**config.mk**
```make
export PLATFORM = sky130hd
export DESIGN_NAME = btb_update_ctrl
export DESIGN_NICKNAME = d
export VERILOG_FILES = /design/src/rtl/btb_pkg.sv /design/src/rtl/btb_upd_fifo.sv /design/src/rtl/btb_update_ctrl.sv
export SDC_FILE = /design/constraint.sdc
export NUM_CORES = 1
export LEC_CHECK = 0
export BUFFER_PORTS_ARGS = -buffer_cell sky130_fd_sc_hd__clkbuf_2
export CAP_MARGIN = 40
export CORE_MARGIN = 3
export CORE_UTILIZATION = 41
export CTS_BUF_LIST = sky130_fd_sc_hd__clkbuf_8
export DETAILED_ROUTE_END_ITERATION = 7
export GPL_TIMING_DRIVEN = 0
export PLACE_DENSITY = 0.7
export RECOVER_POWER = 100
export SYNTH_ARGS = -nofsm -noshare
export SYNTH_HDL_FRONTEND = slang
export SYNTH_HIERARCHICAL = 1
export SYNTH_SLANG_ARGS = --single-unit
```
**constraint.sdc**
```tcl
create_clock -name CLK -period 7.3 [get_ports CLK]
set_input_delay 1.095 -clock CLK [delete_from_list [all_inputs] [get_ports CLK]]
set_output_delay 1.095 -clock CLK [all_outputs]
set_load 0.01 [all_outputs]
```
**src/rtl/btb_pkg.sv**
```systemverilog
// rtl/btb_pkg.sv - shared defaults, state encoding and counter type for the BTB update path
package btb_pkg;

  localparam int IDX_W_DEF   = 6;
  localparam int TAG_W_DEF   = 6;
  localparam int BTB_ENTRIES = 1 << IDX_W_DEF;

  typedef enum logic [1:0] {
    IDLE   = 2'd0,
    EVAL   = 2'd1,
    COMMIT = 2'd2,
    FLUSH  = 2'd3
  } state_t;

  typedef logic [1:0] ctr_t;

  // Two-bit saturating step: up on taken, down on not-taken, clamped to 0..3
  function automatic ctr_t ctr_step(input ctr_t c, input logic taken);
    if (taken) return (c == 2'd3) ? c : c + 2'd1;
    else       return (c == 2'd0) ? c : c - 2'd1;
  endfunction

endpackage

```
**src/rtl/btb_upd_fifo.sv**
```systemverilog
// rtl/btb_upd_fifo.sv - synchronous update queue with registered full/empty and sync clear
module btb_upd_fifo #(
  parameter int WIDTH = 8,
  parameter int DEPTH = 4
) (
  input  logic             CLK,
  input  logic             RESET,
  input  logic             clr,
  input  logic             push,
  input  logic [WIDTH-1:0] wdata,
  input  logic             pop,
  output logic [WIDTH-1:0] rdata,
  output logic             full,
  output logic             empty
);

  localparam int PTR_W = $clog2(DEPTH);

  logic [WIDTH-1:0] mem [DEPTH];
  logic [PTR_W-1:0] wr_ptr, rd_ptr;
  logic [PTR_W:0]   count, count_nxt;
  logic             do_push, do_pop;

  assign do_push = push & ~full;
  assign do_pop  = pop & ~empty;
  assign rdata   = mem[rd_ptr];

  // Occupancy after this cycle's push/pop
  always_comb begin
    count_nxt = count;
    if (do_push && !do_pop) count_nxt = count + 1'b1;
    if (do_pop && !do_push) count_nxt = count - 1'b1;
  end

  // Storage array; no reset needed since empty masks stale data
  always_ff @(posedge CLK) begin
    if (do_push) mem[wr_ptr] <= wdata;
  end

  // Pointers and registered status flags; clear drops every queued entry
  always_ff @(posedge CLK or posedge RESET) begin
    if (RESET) begin
      wr_ptr <= '0;
      rd_ptr <= '0;
      count  <= '0;
      full   <= 1'b0;
      empty  <= 1'b1;
    end else if (clr) begin
      wr_ptr <= '0;
      rd_ptr <= '0;
      count  <= '0;
      full   <= 1'b0;
      empty  <= 1'b1;
    end else begin
      if (do_push) wr_ptr <= wr_ptr + 1'b1;
      if (do_pop)  rd_ptr <= rd_ptr + 1'b1;
      count <= count_nxt;
      full  <= (count_nxt == (PTR_W+1)'(DEPTH));
      empty <= (count_nxt == '0);
    end
  end

endmodule

```
**src/rtl/btb_update_ctrl.sv**
```systemverilog
// rtl/btb_update_ctrl.sv - BTB update controller: queued updates, 2-bit counters, flush sweep
// Optional BTB_UPDATE_STATS_EN adds stat_upd/stat_commit saturating counters.
module btb_update_ctrl
  import btb_pkg::*;
#(
  parameter int IDX_W      = IDX_W_DEF,
  parameter int TAG_W      = TAG_W_DEF,
  parameter int FIFO_DEPTH = 4
) (
  input  logic             CLK,
  input  logic             RESET,
  input  logic             upd_valid,
  output logic             upd_ready,
  input  logic [IDX_W-1:0] upd_hash,
  input  logic [TAG_W-1:0] upd_tag,
  input  logic [31:0]      upd_target,
  input  logic             upd_taken,
  input  logic             flush,
  input  logic [IDX_W-1:0] hash_r,
  input  logic             found_raw,
  output logic             found,
  output logic [IDX_W-1:0] hash_w,
  output logic [TAG_W-1:0] tag_w,
  output logic [31:0]      dest_w,
  output logic             commit
`ifdef BTB_UPDATE_STATS_EN
  ,
  output logic [15:0]      stat_upd,
  output logic [15:0]      stat_commit
`endif
);

  localparam int ENTRIES = 1 << IDX_W;
  localparam int REC_W   = IDX_W + TAG_W + 32 + 1;

  state_t             state, state_nxt;
  ctr_t               cnt [ENTRIES];
  ctr_t               ctr_new;
  logic [ENTRIES-1:0] valid;
  logic [IDX_W-1:0]   w_hash, sweep_idx;
  logic [TAG_W-1:0]   w_tag;
  logic [31:0]        w_target;
  logic               w_taken;
  logic               push, pop, fifo_full, fifo_empty;
  logic [REC_W-1:0]   fifo_rdata;

  // Flush wins over a simultaneous offer; FLUSH itself also deasserts ready
  assign upd_ready = ~fifo_full & (state != FLUSH);
  assign push      = upd_valid & upd_ready & ~flush;
  assign found     = found_raw & valid[hash_r] & (state != FLUSH);
  assign hash_w    = w_hash;
  assign tag_w     = w_tag;
  assign dest_w    = w_target;

  btb_upd_fifo #(.WIDTH(REC_W), .DEPTH(FIFO_DEPTH)) u_fifo (
    .CLK   (CLK),
    .RESET (RESET),
    .clr   (flush),
    .push  (push),
    .wdata ({upd_hash, upd_tag, upd_target, upd_taken}),
    .pop   (pop),
    .rdata (fifo_rdata),
    .full  (fifo_full),
    .empty (fifo_empty)
  );

  // State register
  always_ff @(posedge CLK or posedge RESET) begin
    if (RESET) state <= IDLE;
    else       state <= state_nxt;
  end

  // Next state, pop and commit; a flush cancels whatever this cycle would have done
  always_comb begin
    state_nxt = state;
    pop       = 1'b0;
    commit    = 1'b0;
    ctr_new   = ctr_step(cnt[w_hash], w_taken);
    if (flush) begin
      state_nxt = FLUSH;
    end else begin
      case (state)
        IDLE:    if (!fifo_empty) begin
                   pop       = 1'b1;
                   state_nxt = EVAL;
                 end
        EVAL:    state_nxt = (w_taken && ctr_new >= 2'd2) ? COMMIT : IDLE;
        COMMIT:  begin
                   commit    = 1'b1;
                   state_nxt = IDLE;
                 end
        FLUSH:   if (&sweep_idx) state_nxt = IDLE;
        default: state_nxt = IDLE;
      endcase
    end
  end

  // Work registers, counter/valid tables and the flush sweep index
  always_ff @(posedge CLK or posedge RESET) begin
    if (RESET) begin
      for (int i = 0; i < ENTRIES; i++) cnt[i] <= '0;
      valid     <= '0;
      w_hash    <= '0;
      w_tag     <= '0;
      w_target  <= '0;
      w_taken   <= 1'b0;
      sweep_idx <= '0;
    end else if (flush) begin
      sweep_idx <= '0;
    end else begin
      case (state)
        IDLE:    if (pop) {w_hash, w_tag, w_target, w_taken} <= fifo_rdata;
        EVAL:    begin
                   cnt[w_hash] <= ctr_new;
                   if (!w_taken && ctr_new == 2'd0) valid[w_hash] <= 1'b0;
                 end
        COMMIT:  valid[w_hash] <= 1'b1;
        FLUSH:   begin
                   cnt[sweep_idx]   <= '0;
                   valid[sweep_idx] <= 1'b0;
                   sweep_idx        <= sweep_idx + 1'b1;
                 end
        default: ;
      endcase
    end
  end

`ifdef BTB_UPDATE_STATS_EN
  // Saturating activity counters; only RESET clears them
  always_ff @(posedge CLK or posedge RESET) begin
    if (RESET) begin
      stat_upd    <= '0;
      stat_commit <= '0;
    end else begin
      if (push && stat_upd != 16'hFFFF)      stat_upd    <= stat_upd + 16'd1;
      if (commit && stat_commit != 16'hFFFF) stat_commit <= stat_commit + 16'd1;
    end
  end
`endif

endmodule

```
==> results_dict.tcl, run 1 <==
set metrics [dict create \
    synth_area_sq_um 20100 \
    cts.clk_slew.worst_paths_ns 0.06 \
    yosysTopAreaCell "dfrtp_1" \
    synth_edf_count 180 \
    grt_max_degree 42 \
    core_area_sq_um 48000 \
    grt_setup_unrepaired "false" \
    syn_to_final_growth_pct 13.2 \
    routed_via_density 5.89 \
    final_layout_size_suffix_gt1_share_pct 16.1 \
    clockBufferDepth 3 \
    cts_hold_buf 0 \
    final_common_cell "dfrtp_1" \
    grt_pass1_wl_mm 93.6 \
    drv_cap 8 \
    track_usage_pct 24.5 \
    min_period_ns 5.85 \
    final_cell_mix "dfrtp_1 (253), nand2_1 (234), clkbuf_1 (192)" \
    cp_slowest_cell "a211oi_1" \
    final_hold_viol_count 0 \
    die_area_sq_um 51700 \
    r2r_cells 10 \
    clock-root-buffer "clkbuf_8" \
    sw_frac_of_total_pct 29.3 \
    start_kind "register" \
    grt_pass1_vias 15100 \
    slew_headroom_pct -38.4 \
    overflow 0 \
    fmax_mhz 171 \
    die_h_um 227 \
    io_pins 103 \
    critPathArrivalTime_ns 6.36 \
    clock_latency_ns 0.69 \
    tightest_slew_ns 2.08 \
    r2r_start "hash_w[2]$_DFFE_PP0P_" \
    drc 0 \
    p_per_area_nw_per_um2 257 \
    syn_inst 1675 \
    violations "capacitance limit, slew limit" \
    synth-async-reset-ratio_pct 58.5 \
    period_share_pct 80.2 \
    yosys_warnings 6 \
    critical_path.endpoint_type "register" \
    first_pass_iters 6 \
    timing.clock.skew_ns 0.0364 \
    rows 80 \
    crit_cells 10 \
    worst_ir_drop_vdd_mv 0.218 \
    final.fill_count 4444 \
    synth.net_count 1738 \
    reg2reg_to "cnt[112]$_DFFE_PP0P_" \
    drtIter0Drc 1663 \
    cp-endpoint "cnt[112]$_DFFE_PP0P_" \
    crit_buf_inv 3 \
    drt-total-wl_mm 61.8 \
    crit_path_max_fanout 10 \
    critPathKind "reg2reg" \
    dieWidth_um 227 \
    path_delay_family "compound AO/OA/AOI/OAI gates" \
    p_int_uw 4140 \
    yosys_register_bits 434 \
    htreeDepth 3 \
    cts_resized 0 \
    ys.flop_type "dfrtp_1" \
    num_vias 15000 \
    clockPowerShare_pct 38.9 \
    port_buffers 100 \
    cts_tree "yes" \
    status "finished, violations left" \
    synth_top_area_share_pct 31.5 \
    fin_setup_tns_ns 0 \
    regToRegSetupSlack_ns 1.45 \
    syn-mean-instance-area_sq_um 12.0 \
    antenna_found_initial 2 \
    holdWs_ns 0.395 \
    path_cells "clkbuf_1 -> clkbuf_1 -> a21boi_0 -> a211oi_1 -> a211oi_1 -> o22ai_1 -> nor4_1 -> a211oi_1 -> clkbuf_1 -> o21ai_0" \
    required_ns 7.81 \
    start_util_pct 41.8 \
    pwr-share-comb_pct 15.2 \
    slew_violations 203 \
    synth_cell_type_count 73 \
    ys_seq_area_share_pct 58.6 \
    hpwl_mm 43.6 \
    wl_per_cell_um 24.3 \
    synth_area_leaders "dfrtp_1 (32%), edfxtp_1 (27%), mux4_2 (9.2%)" \
    crit_path_start "hash_w[2]$_DFFE_PP0P_" \
    p_leak_uw 0.00891 \
    p_switching_uw 1710 \
    seq_power_share_pct 46.0 \
    max_stage_delay_ns 1.61 \
    cts_buffers 74 \
    nNetsFinal 1935 \
    hold_class "in2async" \
    globalplace.congestion 1.00 \
    cts_setup_buffers 0 \
    cts.sinks 434 \
    detail-route-antenna-nets 0 \
    finalSetupViolCount 0 \
]
## sequential cells by signal, summed over array words and instances, names as in the netlist, 2 cells and up
register       cells
dest_w            32
cnt              128
valid             64
u_fifo/rd_ptr      2
u_fifo/wr_ptr      2
state              2
sweep_idx          6
tag_w              6
hash_w             6
u_fifo/mem       180
u_fifo/count       3
## synth_stat cells (all sizes together) (6+ instances only)
master,n
dfrtp,253
nand2,235
o21ai,195
edfxtp,180
a21oi,144
nor3,109
mux4,82
clkbuf,73
inv,64
nor2,54
buf,50
mux2,45
nand3,15
mux2i,14
o22ai,13
and2,11
or3,10
nand3b,9
nor2b,9
and3,8
nand2b,8
or3b,8
ha,7
o221ai,7
xnor2,7
nor3b,6
## cells by family after synthesis
kind of cell             after synthesis  synth area share (%)
buffers and inverters                187                  4.52
AND/OR/NAND/NOR                      494                  11.6
XOR/XNOR                              10                 0.530
adder cells (fa/ha/maj)                9                 0.561
flip-flops                           434                  58.6
AO/OA/AOI/OAI                        400                  11.8
multiplexers                         141                  12.4
## how the worst min path moves through the flow
stage	startpoint	endpoint	slack (ns)	cells after the start
final	RESET	dest_w[30]$_DFFE_PP0P_	0.39	2
after global routing	RESET	dest_w[30]$_DFFE_PP0P_	0.38	2
after CTS	RESET	tag_w[3]$_DFFE_PP0P_	0.32	2
after detailed placement	cnt[72]$_DFFE_PP0P_	cnt[72]$_DFFE_PP0P_	0.47	2
after global placement	cnt[112]$_DFFE_PP0P_	cnt[112]$_DFFE_PP0P_	0.46	2
after floorplan	cnt[106]$_DFFE_PP0P_	cnt[106]$_DFFE_PP0P_	0.44	2
## cell type report
class	count	area, sq um	share of cell area [%]
sequential	434	11800	51.7
multi-input combinational	1054	7250	31.9
clock buffer	83	1140	5.02
tap	615	769	3.38
timing repair buffer	121	632	2.78
buffer	123	542	2.38
clock inverter	49	403	1.77
inverter	64	241	1.06
antenna	1	2.50	0.0110
## per-layer routing
metal / global-route usage, % / vias to the layer above / routed length [um] / share of wire [%]
li1: - / 6507 / - / -
met5: 0 / - / 13 / 0.021
met4: 11.1 / 2 / 3110 / 5.0
met1: 32.5 / 7436 / 24200 / 39
met3: 7.30 / 193 / 6720 / 11
met2: 37.4 / 846 / 27800 / 45
## metrics by stage
step                      util (%)  instance area, sq um  power [uW]  setup slack (ns)  instances
after global routing          47.3                 22700        6060              1.20       2543
final                         47.3                 22700        5850              1.45       2544
after floorplan                  -                 20100        3300              2.94       1675
after CTS                     48.3                 23200        5970              2.30       2543
after detailed placement      45.1                 21700        3680              2.30       2411
after global placement        44.5                 21400        3650              1.41       2390
## power by group through the flow
stage                     sequential, uW  clock [uW]  combinational, uW
final                               2690        2280                887
after CTS                           2690        2320                952
after global placement              2730           0                911
after detailed placement            2740           0                948
after floorplan                     2730           0                564
after global routing                2700        2440                927
Note: power is estimated with default switching activity, not from simulation.
==> run 2, diff against run 1 <==
--- a/config.mk
+++ b/config.mk
@@ -12,7 +12,7 @@
 export CTS_BUF_LIST = sky130_fd_sc_hd__clkbuf_8
 export DETAILED_ROUTE_END_ITERATION = 7
 export GPL_TIMING_DRIVEN = 0
-export PLACE_DENSITY = 0.7
+export PLACE_DENSITY = 0.68
 export RECOVER_POWER = 100
 export SYNTH_ARGS = -nofsm -noshare
 export SYNTH_HDL_FRONTEND = slang
==> constraint.sdc (replaced) <==
create_clock -name CLK -period 6 [get_ports CLK]
set_input_delay 0.9 -clock CLK [delete_from_list [all_inputs] [get_ports CLK]]
set_output_delay 0.9 -clock CLK [all_outputs]
set_load 0.01 [all_outputs]
==> results_dict.tcl, run 2 (same netlist as run 1, synthesis figures left out) <==
set metrics [dict create \
    required_ns 6.51 \
    status "finished, violations left" \
    htreeDepth 3 \
    pre_cts_slack_ns 1.50 \
    timing.clock.skew_ns 0.0203 \
    critPathKind "reg2reg" \
    fin_setup_tns_ns 0 \
    hpwl_mm 44.0 \
    die_h_um 227 \
    globalplace.congestion 1.02 \
    cts.clk_slew.worst_paths_ns 0.06 \
    die_area_sq_um 51700 \
    overflow 0 \
    slew_headroom_pct -42.1 \
    path_cells "clkbuf_1 -> clkbuf_1 -> clkbuf_1 -> a211oi_1 -> a211oi_1 -> o22ai_1 -> nor4_1 -> maj3_1 -> clkbuf_1 -> o21ai_0" \
    r2r_cells 10 \
    final_layout_size_suffix_gt1_share_pct 16.6 \
    p_leak_uw 0.00888 \
    final_common_cell "dfrtp_1" \
    cp_slowest_cell "clkbuf_1" \
    track_usage_pct 24.4 \
    clockBufferDepth 3 \
    grt_pass1_wl_mm 93.6 \
    routed_via_density 5.88 \
    top_register "u_fifo/mem" \
    largest_reg_flops 180 \
    critPathArrivalTime_ns 5.61 \
    tightest_slew_ns 2.13 \
    finalSetupViolCount 0 \
    period_share_pct 85.0 \
    fin_ws_ns 0.901 \
    top_regs "u_fifo/mem: 180 flops, cnt: 128 flops, valid: 64 flops" \
    min_period_ns 5.10 \
    first_pass_iters 5 \
    syn_to_final_growth_pct 13.0 \
    critical_path.endpoint_type "register" \
    gr-usage-met2_pct 37.8 \
    start_util_pct 41.8 \
    p_per_area_nw_per_um2 308 \
    reg2reg_to "cnt[113]$_DFFE_PP0P_" \
    grt_setup_unrepaired "false" \
    dp.cells 2415 \
    globalRouteMet3Util_pct 7.76 \
    drtIter0Drc 1814 \
    final_cell_mix "dfrtp_1 (253), nand2_1 (234), clkbuf_1 (189)" \
    num_antenna_cells 0 \
    antenna_found_initial 2 \
    grt_max_degree 40 \
    cts.sinks 434 \
    cts_hold_buf 0 \
    fin_area_sq_um 22700 \
    nNetsFinal 1939 \
    drt-total-wl_mm 61.9 \
    fmax_mhz 196 \
    holdWs_ns 0.255 \
    crit_top_cell "clkbuf_1" \
    r2r_start "hash_w[2]$_DFFE_PP0P_" \
    hold_class "in2async" \
    layout.cells.non_filler 2546 \
    io_pins 103 \
    detail-route-antenna-nets 0 \
    dieWidth_um 227 \
    drv_cap 7 \
    slew_violations 210 \
    clock-root-buffer "clkbuf_8" \
    busiest_layer "met2" \
    worst_ir_drop_vdd_mv 0.248 \
    wl_per_cell_um 24.3 \
    cts_resized 0 \
    violations "capacitance limit, slew limit" \
    cts_tree "yes" \
    dpl_cell_area_sq_um 21700 \
    port_buffers 100 \
    core_area_sq_um 48000 \
    drc 0 \
    grt_pass1_vias 15100 \
    regToRegSetupSlack_ns 0.90 \
    start_kind "register" \
    rows 80 \
    max_stage_delay_ns 0.89 \
    final.fill_count 4436 \
    crit_path_start "hash_w[2]$_DFFE_PP0P_" \
    crit_path_max_fanout 10 \
    cts_setup_buffers 0 \
    cts_buffers 73 \
    global_route.usage.met1_pct 31.6 \
    num_vias 15000 \
    clock_latency_ns 0.67 \
    final_hold_viol_count 0 \
]
[run 2: worst max-delay path by stage]
stage                                  end  depth (start not counted)  slack (ns)
6_report              cnt[113]$_DFFE_PP0P_                         10        0.90
5_1_grt        u_fifo/mem[1][37]$_DFFE_PP_                         10        0.72
4_1_cts                              found                          7        1.50
3_5_place_dp                         found                          7        1.50
3_3_place_gp         valid[18]$_DFFE_PP0P_                          2        0.25
2_1_floorplan           cnt[0]$_DFFE_PP0P_                          1        1.88
[run 2: through the flow]
step,total power [uW],utilization [%]
floorplan,4010,-
global placement,4440,44.5
detailed placement,4500,45.2
CTS,7130,48.3
global route,7270,47.2
finish,6990,47.2
[run 2: area by class of cell]
class	instances	area (sq um)	share of cell area, %
Clock inverter	46	299	1.32
Buffer	123	593	2.61
Multi-Input combinational cell	1054	7210	31.8
Clock buffer	84	1160	5.10
Inverter	64	241	1.06
Tap cell	615	769	3.39
Timing Repair Buffer	126	659	2.91
Sequential cell	434	11800	51.8
[run 2: worst max-delay path, delay by kind of cell, from the launching register on]
kind | cells | cell delay (ns)
AOI/OAI and AO/OA | 4 | 0.65
adders and majority gates | 1 | 0.83
buffers and inverters | 4 | 2.26
DFF | 1 | 0.62
and+or+nand+nor | 1 | 0.57
[run 2: layer usage]
metal	up-vias	wire length, um
li1	6512	-
met1	7436	24000
met2	820	28100
met3	198	6530
met4	4	3350
met5	-	26
[run 2: report_power, final]
group	internal, uW	switching [uW]	leakage (uW)	total, uW
sequential	3210	64.2	0.00512	3270
clock	1380	1230	0.000823	2610
combinational	315	788	0.00294	1100
